--- config.mk ---
export PLATFORM = sky130hd
export DESIGN_NAME = alu_muldiv_sequencer
export DESIGN_NICKNAME = d
export VERILOG_FILES = /design/src/rtl/alu_muldiv_sequencer.sv
export SDC_FILE = /design/constraint.sdc
export NUM_CORES = 1
export LEC_CHECK = 0
export CAP_MARGIN = 0
export CORE_ASPECT_RATIO = 1.75
export CORE_MARGIN = 1
export CORE_UTILIZATION = 35
export DETAILED_ROUTE_END_ITERATION = 8
export HOLD_SLACK_MARGIN = 0.05
export PLACE_DENSITY = 0.59
export SLEW_MARGIN = 30
export SYNTH_ARGS = -nofsm -noshare
export SYNTH_HDL_FRONTEND = slang
export SYNTH_SLANG_ARGS = --single-unit
--- constraint.sdc ---
create_clock -name clk -period 3.07 [get_ports clk]
set_clock_uncertainty 0.05 [all_clocks]
set_input_delay 0.921 -clock clk [delete_from_list [all_inputs] [get_ports clk]]
set_output_delay 0.921 -clock clk [all_outputs]
set_load 0.01 [all_outputs]
--- src/rtl/alu_muldiv_sequencer.sv ---
// alu_muldiv_sequencer
//   Multi-cycle unsigned multiply / divide engine. It runs its arithmetic
//   through an attached combinational ALU: each cycle it drives one command
//   and one operand pair, and it uses the ALU's out/overflow in that same
//   cycle. MUL is shift-and-add and takes W cycles. DIV is restoring and
//   takes 2 cycles per bit: compare, then subtract.
//
// Ports
//   clk, reset                  rising-edge clock, synchronous active-high reset
//   req_valid/req_ready         request handshake; req_op 0=MUL 1=DIV
//   req_a, req_b                multiplicand/dividend, multiplier/divisor
//   rsp_valid/rsp_ready         response handshake; response held until accepted
//   rsp_result, rsp_remainder   product (mod 2^W) or quotient / remainder
//   rsp_flag                    MUL overflow or DIV divide-by-zero
//   alu_a, alu_b, alu_command   ALU command interface (4'hF = idle)
//   alu_out, alu_overflow       ALU result and carry/compare, same cycle

module alu_muldiv_sequencer #(
  parameter int unsigned BUS_WIDTH = 8
) (
  input  logic                 clk,
  input  logic                 reset,
  input  logic                 req_valid,
  output logic                 req_ready,
  input  logic                 req_op,
  input  logic [BUS_WIDTH-1:0] req_a,
  input  logic [BUS_WIDTH-1:0] req_b,
  output logic                 rsp_valid,
  input  logic                 rsp_ready,
  output logic [BUS_WIDTH-1:0] rsp_result,
  output logic [BUS_WIDTH-1:0] rsp_remainder,
  output logic                 rsp_flag,
  output logic [BUS_WIDTH-1:0] alu_a,
  output logic [BUS_WIDTH-1:0] alu_b,
  output logic [3:0]           alu_command,
  input  logic [BUS_WIDTH-1:0] alu_out,
  input  logic                 alu_overflow
);

  localparam int unsigned   CW       = (BUS_WIDTH > 1) ? $clog2(BUS_WIDTH) : 1;
  localparam logic [CW-1:0] CNT_LAST = CW'(BUS_WIDTH - 1);
  localparam logic [3:0]    CMD_ADD  = 4'h0;
  localparam logic [3:0]    CMD_SUB  = 4'h1;
  localparam logic [3:0]    CMD_LT   = 4'h9;
  localparam logic [3:0]    CMD_IDLE = 4'hF;

  typedef enum logic [2:0] {
    S_IDLE,
    S_MUL,
    S_DIV_CMP,
    S_DIV_SUB,
    S_DONE
  } state_t;

  state_t               state_q, state_d;
  logic [BUS_WIDTH-1:0] opa_q, opa_d;   // MUL: shifting multiplicand; DIV: dividend
  logic [BUS_WIDTH-1:0] opb_q, opb_d;   // MUL: multiplier; DIV: divisor
  logic [BUS_WIDTH-1:0] acc_q, acc_d;   // MUL: product; DIV: quotient (shifted in MSB first)
  logic [BUS_WIDTH-1:0] rem_q, rem_d;
  logic                 flag_q, flag_d;
  logic                 lost_q, lost_d; // a multiplicand bit has been shifted out
  logic                 qbit_q, qbit_d;
  logic [CW-1:0]        cnt_q, cnt_d;

  // Partial remainder shifted left by one, with the next dividend bit brought
  // in. hi is the bit that falls off the top. When hi=1 the true value is
  // >= 2^W > b, so the bit is taken regardless of the compare result, and the
  // subtraction mod 2^W still produces the right remainder.
  logic                 div_hi;
  logic [BUS_WIDTH-1:0] div_r;

  always_comb begin
    state_d       = state_q;
    opa_d         = opa_q;
    opb_d         = opb_q;
    acc_d         = acc_q;
    rem_d         = rem_q;
    flag_d        = flag_q;
    lost_d        = lost_q;
    qbit_d        = qbit_q;
    cnt_d         = cnt_q;
    req_ready     = 1'b0;
    rsp_valid     = 1'b0;
    rsp_result    = '0;
    rsp_remainder = '0;
    rsp_flag      = 1'b0;
    alu_a         = '0;
    alu_b         = '0;
    alu_command   = CMD_IDLE;
    div_hi        = rem_q[BUS_WIDTH-1];
    div_r         = {rem_q[BUS_WIDTH-2:0], opa_q[cnt_q]};

    case (state_q)
      S_IDLE: begin
        req_ready = 1'b1;
        if (req_valid) begin
          opa_d  = req_a;
          opb_d  = req_b;
          acc_d  = '0;
          rem_d  = '0;
          flag_d = 1'b0;
          lost_d = 1'b0;
          if (!req_op) begin
            cnt_d   = '0;
            state_d = S_MUL;
          end else if (req_b == '0) begin
            acc_d   = '1;
            rem_d   = req_a;
            flag_d  = 1'b1;
            state_d = S_DONE;
          end else begin
            cnt_d   = CNT_LAST;
            state_d = S_DIV_CMP;
          end
        end
      end

      S_MUL: begin
        alu_command = CMD_ADD;
        alu_a       = acc_q;
        alu_b       = opa_q;
        if (opb_q[cnt_q]) begin
          acc_d  = alu_out;
          flag_d = flag_q | alu_overflow | lost_q;
        end
        lost_d = lost_q | opa_q[BUS_WIDTH-1];
        opa_d  = opa_q << 1;
        if (cnt_q == CNT_LAST) state_d = S_DONE;
        else                   cnt_d   = cnt_q + CW'(1);
      end

      S_DIV_CMP: begin
        alu_command = CMD_LT;
        alu_a       = div_r;
        alu_b       = opb_q;
        qbit_d      = div_hi | ~alu_overflow;
        state_d     = S_DIV_SUB;
      end

      S_DIV_SUB: begin
        alu_command = CMD_SUB;
        alu_a       = div_r;
        alu_b       = opb_q;
        rem_d       = qbit_q ? alu_out : div_r;
        acc_d       = {acc_q[BUS_WIDTH-2:0], qbit_q};
        if (cnt_q == '0) begin
          state_d = S_DONE;
        end else begin
          cnt_d   = cnt_q - CW'(1);
          state_d = S_DIV_CMP;
        end
      end

      S_DONE: begin
        rsp_valid     = 1'b1;
        rsp_result    = acc_q;
        rsp_remainder = rem_q;
        rsp_flag      = flag_q;
        if (rsp_ready) state_d = S_IDLE;
      end

      default: state_d = S_IDLE;
    endcase
  end

  always_ff @(posedge clk) begin
    if (reset) begin
      state_q <= S_IDLE;
      opa_q   <= '0;
      opb_q   <= '0;
      acc_q   <= '0;
      rem_q   <= '0;
      flag_q  <= 1'b0;
      lost_q  <= 1'b0;
      qbit_q  <= 1'b0;
      cnt_q   <= '0;
    end else begin
      state_q <= state_d;
      opa_q   <= opa_d;
      opb_q   <= opb_d;
      acc_q   <= acc_d;
      rem_q   <= rem_d;
      flag_q  <= flag_d;
      lost_q  <= lost_d;
      qbit_q  <= qbit_d;
      cnt_q   <= cnt_d;
    end
  end

endmodule

==> results of run 1 <==
registers in the layout (all words and copies together) (netlist names):
register	count
opb_q	8
qbit_q	1
state_q	3
rem_q	8
flag_q	1
cnt_q	3
opa_q	8
acc_q	8
lost_q	1
worst max path at each step:
| stage | end | from | cells after the start |
|---|---|---|---|
| floorplan | alu_b[0] | state_q[0] | 5 |
| global placement | cnt_q[1] | req_b[0] | 6 |
| detailed placement | acc_q[3] | req_b[7] | 6 |
| CTS | alu_a[5] | state_q[0] | 5 |
| global route | alu_a[0] | cnt_q[0] | 4 |
| finish | alu_a[0] | cnt_q[0] | 4 |
kinds of logic after synthesis:
group,Yosys count,share of synthesized area
flops,41,0.321
fa+ha+maj,1,0.00783
buf+inv,43,0.0690
simple gates,113,0.221
xor+xnor,2,0.00685
compound gates,85,0.231
mux,30,0.143
worst max-delay path: stages (launching register included):
cell             delay, ns
dfxtp_2               0.36
mux4_2                0.53
mux2i_2               0.22
o22ai_1               0.11
clkdlybuf4s50_1       0.48
cells in the final DEF (no fill, tap or decap), types with 2 or more instances in the layout:
cell              n
clkdlybuf4s50_1  68
and4_1            2
nor4_1            2
nand2_1          50
mux2i_1          13
nor3b_2           2
a211o_1           2
a22o_1            8
a31oi_1          10
a221oi_1          9
a21oi_1          27
clkbuf_16         5
xnor2_1           2
dfxtp_2           2
nor3_1            4
nor2_1           13
nand4_1           2
o22ai_1           2
nand3_1           4
nand2b_1          6
o21bai_1          2
mux2_2           11
a21o_1            2
dfxtp_1          39
mux4_2            4
buf_4            21
or4_1             2
a22oi_1           7
o21ai_0           6
and2_1           17
inv_1            16
nor2b_1           3
repair_timing:
item                       in CTS  in global routing
gates resized for setup         0                  4
buffers inserted                0                  0
setup endpoints to repair       0                 20
metal layers:
| metal | up-vias | global-route usage | share of wire |
|---|---|---|---|
| met5 | - | 0 | 0 |
| met4 | 0 | 0.0851 | 0.015 |
| met3 | 10 | 0.0357 | 0.038 |
| met2 | 65 | 0.405 | 0.55 |
| met1 | 1240 | 0.259 | 0.40 |
| li1 | 1264 | - | - |
layout make-up:
class                           count  area [um2]  share of cell area
Tap cell                           84         105              0.0295
Sequential cell                    41         823               0.231
Multi-Input combinational cell    231        1580               0.444
Clock buffer                        6         139              0.0390
Clock inverter                      2        13.8             0.00387
Inverter                           16        60.1              0.0169
Timing Repair Buffer               89         838               0.235
synthesized netlist by cell type, types with 2 or more instances:
cell and number:
dfxtp_1 41, a221oi_1 9, or4_1 2, a22oi_1 7
and2_1 17, nand2b_1 6, mux4_2 4, nand4_1 2
o21bai_1 2, buf_2 3, nand3_1 4, o21ai_0 6
xnor2_1 2, o22ai_1 2, mux2i_1 14, a21oi_1 27
clkbuf_1 21, mux2_2 11, nor3b_1 3, nor3_1 4
nor2b_1 3, nor2_1 13, nor4_1 2, a31oi_1 10
a21o_1 2, inv_1 16, and4_1 2, a211o_1 2
nand2_1 50, a22o_1 8
metrics by stage:
stage	setup WS, ns	cell area (um2)	power, W	hold WS [ns]
5_1_grt	0.0163	3560	0.00181	0.451
3_5_place_dp	0.319	3400	0.00118	0.423
2_1_floorplan	0.541	2560	0.000963	0.390
6_report	0.115	3560	0.00173	0.429
3_3_place_gp	0.314	3400	0.00118	0.412
4_1_cts	0.0508	3550	0.00173	0.433
power groups by stage:
stage	clock network, W	registers [W]	logic (W)
floorplan	0	0.000624	0.000339
global placement	0	0.000656	0.000520
detailed placement	0	0.000657	0.000524
CTS	0.000562	0.000645	0.000526
global route	0.000582	0.000655	0.000574
finish	0.000553	0.000647	0.000527
==> results.md, run 1 <==
* Core Region at roughly 7000 um2
* Critical Path Fanout Max at 3
* Tmin final at 2.96 ns
* Worst-Margin Slew at 0.663 ns
* Placed cells at approximately 460
* Hold Path Origin: rem_q[7]
* Final wirelength at 8.06 mm
* First-pass GRT wire length at ~13 mm
* N_diodes at 0
* Num CTS Buffers at 5
* Psw at roughly 0.00056 W
* Sink Count at 41
* GPL Wtd Cong at 0.847
* Clock Pin Slew Worst Setup and Hold Paths at 0.07 ns
* Initial Utilization at 0.367
* Post-synth top area share at 0.321
* DR DRC count at 0
* Syn Nets at 346
* Top FF cell, synth: dfxtp_1
* Clock buffer depth at 2
* CP endpoint kind: primary output
* Pint at about 0.0012 W
* CTS HTree Levels at 2
* Vias/cell at 5.50
* ANT nets after route at 0
* DR pass1 iterations at 4
* I/O Pins at between 60 and 70
* Later-pin clock latency in the skew report at 0.29 ns
* Hpwl dp at a little over 6 mm
* Largest net degree at the start of global routing at 44
* Ys Warns at 0
* Vias in the first global route at 2555
* Worst hold path depth at 2
* Outcome: completed
* EDFF count, synth at 0
* Non-Filler Instances at 469
* Site Rows at 40
* Endpoint of the worst register-to-register path: acc_q[3]
* Synth Instances at 315
* Worst relative slew slack at 0.555
* Die area at 7660 um2
* Die height at between 100 and 150 um
* Clock root buffer: clkbuf_16
* Port Buffers at 68
* Combinational share of power at 0.305
* R2r startpoint: cnt_q[0]
* Required time of the critical path at 2.10 ns
* Cell Area, Synth at 2560 um2
* Routed length per placed instance at between 15 and 20 um
* Hold buffer count at cts at 0
* Finished Core Util at 0.512
* Hold endpoint: rem_q[7]
* Antenna violations before repair at 0
* Crit start category: flip-flop
* Critical path type: flip-flop to primary output
* Final setup viols at 0
* Setup tns final at 0 ns
* Die width at roughly 67 um
* MaxCap Viol Count at 0
* Worst EP arrival at 1.98 ns
* Post-layout nets at 415
* Fillers at 708
* P per Cell Area at around 480 nW/um2
* DRT iter0 DRCs at 152
* Register area share after synthesis at 0.321
* CTS tree: yes
* Tcrit/Tclk final at 0.963
* Fraction of registers with async set/reset at 0
* Setup slack, reg-to-reg at 0.64 ns
* Leakage at between 1 and 1.5 nW
* GR Overflow Total at 0
* #FFs+latches synth at 41
* Hold Fails Final Rpt at 0
* Yosys top cell by area: dfxtp_1
* Via count at approximately 2600
* Netlist cell types at 50
* Worst vdd ir at 328 uV
* Syn_area_per_cell at 8.11 um2
* Seq pwr share at 0.375
* Fmax at 338 MHz
* Sw Share at 0.324
* Hold/Removal Path Class: flip-flop to flip-flop
* Final Max Tran Viols at 0
* Top post-synthesis cells by area: dfxtp_1 32%, nand2_1 7.3%, mux2i_1 5.5%, a21oi_1 5.3%, mux2_2 4.8%
* Unrepaired setup endpoints after global routing: false
* GRT Overall Usage at 0.225
* Synth-to-Final Area Change at 39.3%
* Share of layout cells above drive strength 1 at 0.140
* FF-to-FF path depth at 5
* Clock Power Share at 0.320
(Power assumes the default switching activity.)
==> inputs of run 2 (changes only) <==
- CAP_MARGIN: 0 -> unset
==> results of run 2 <==
No change in the layout: final DEF, timing and power equal those of run 1.
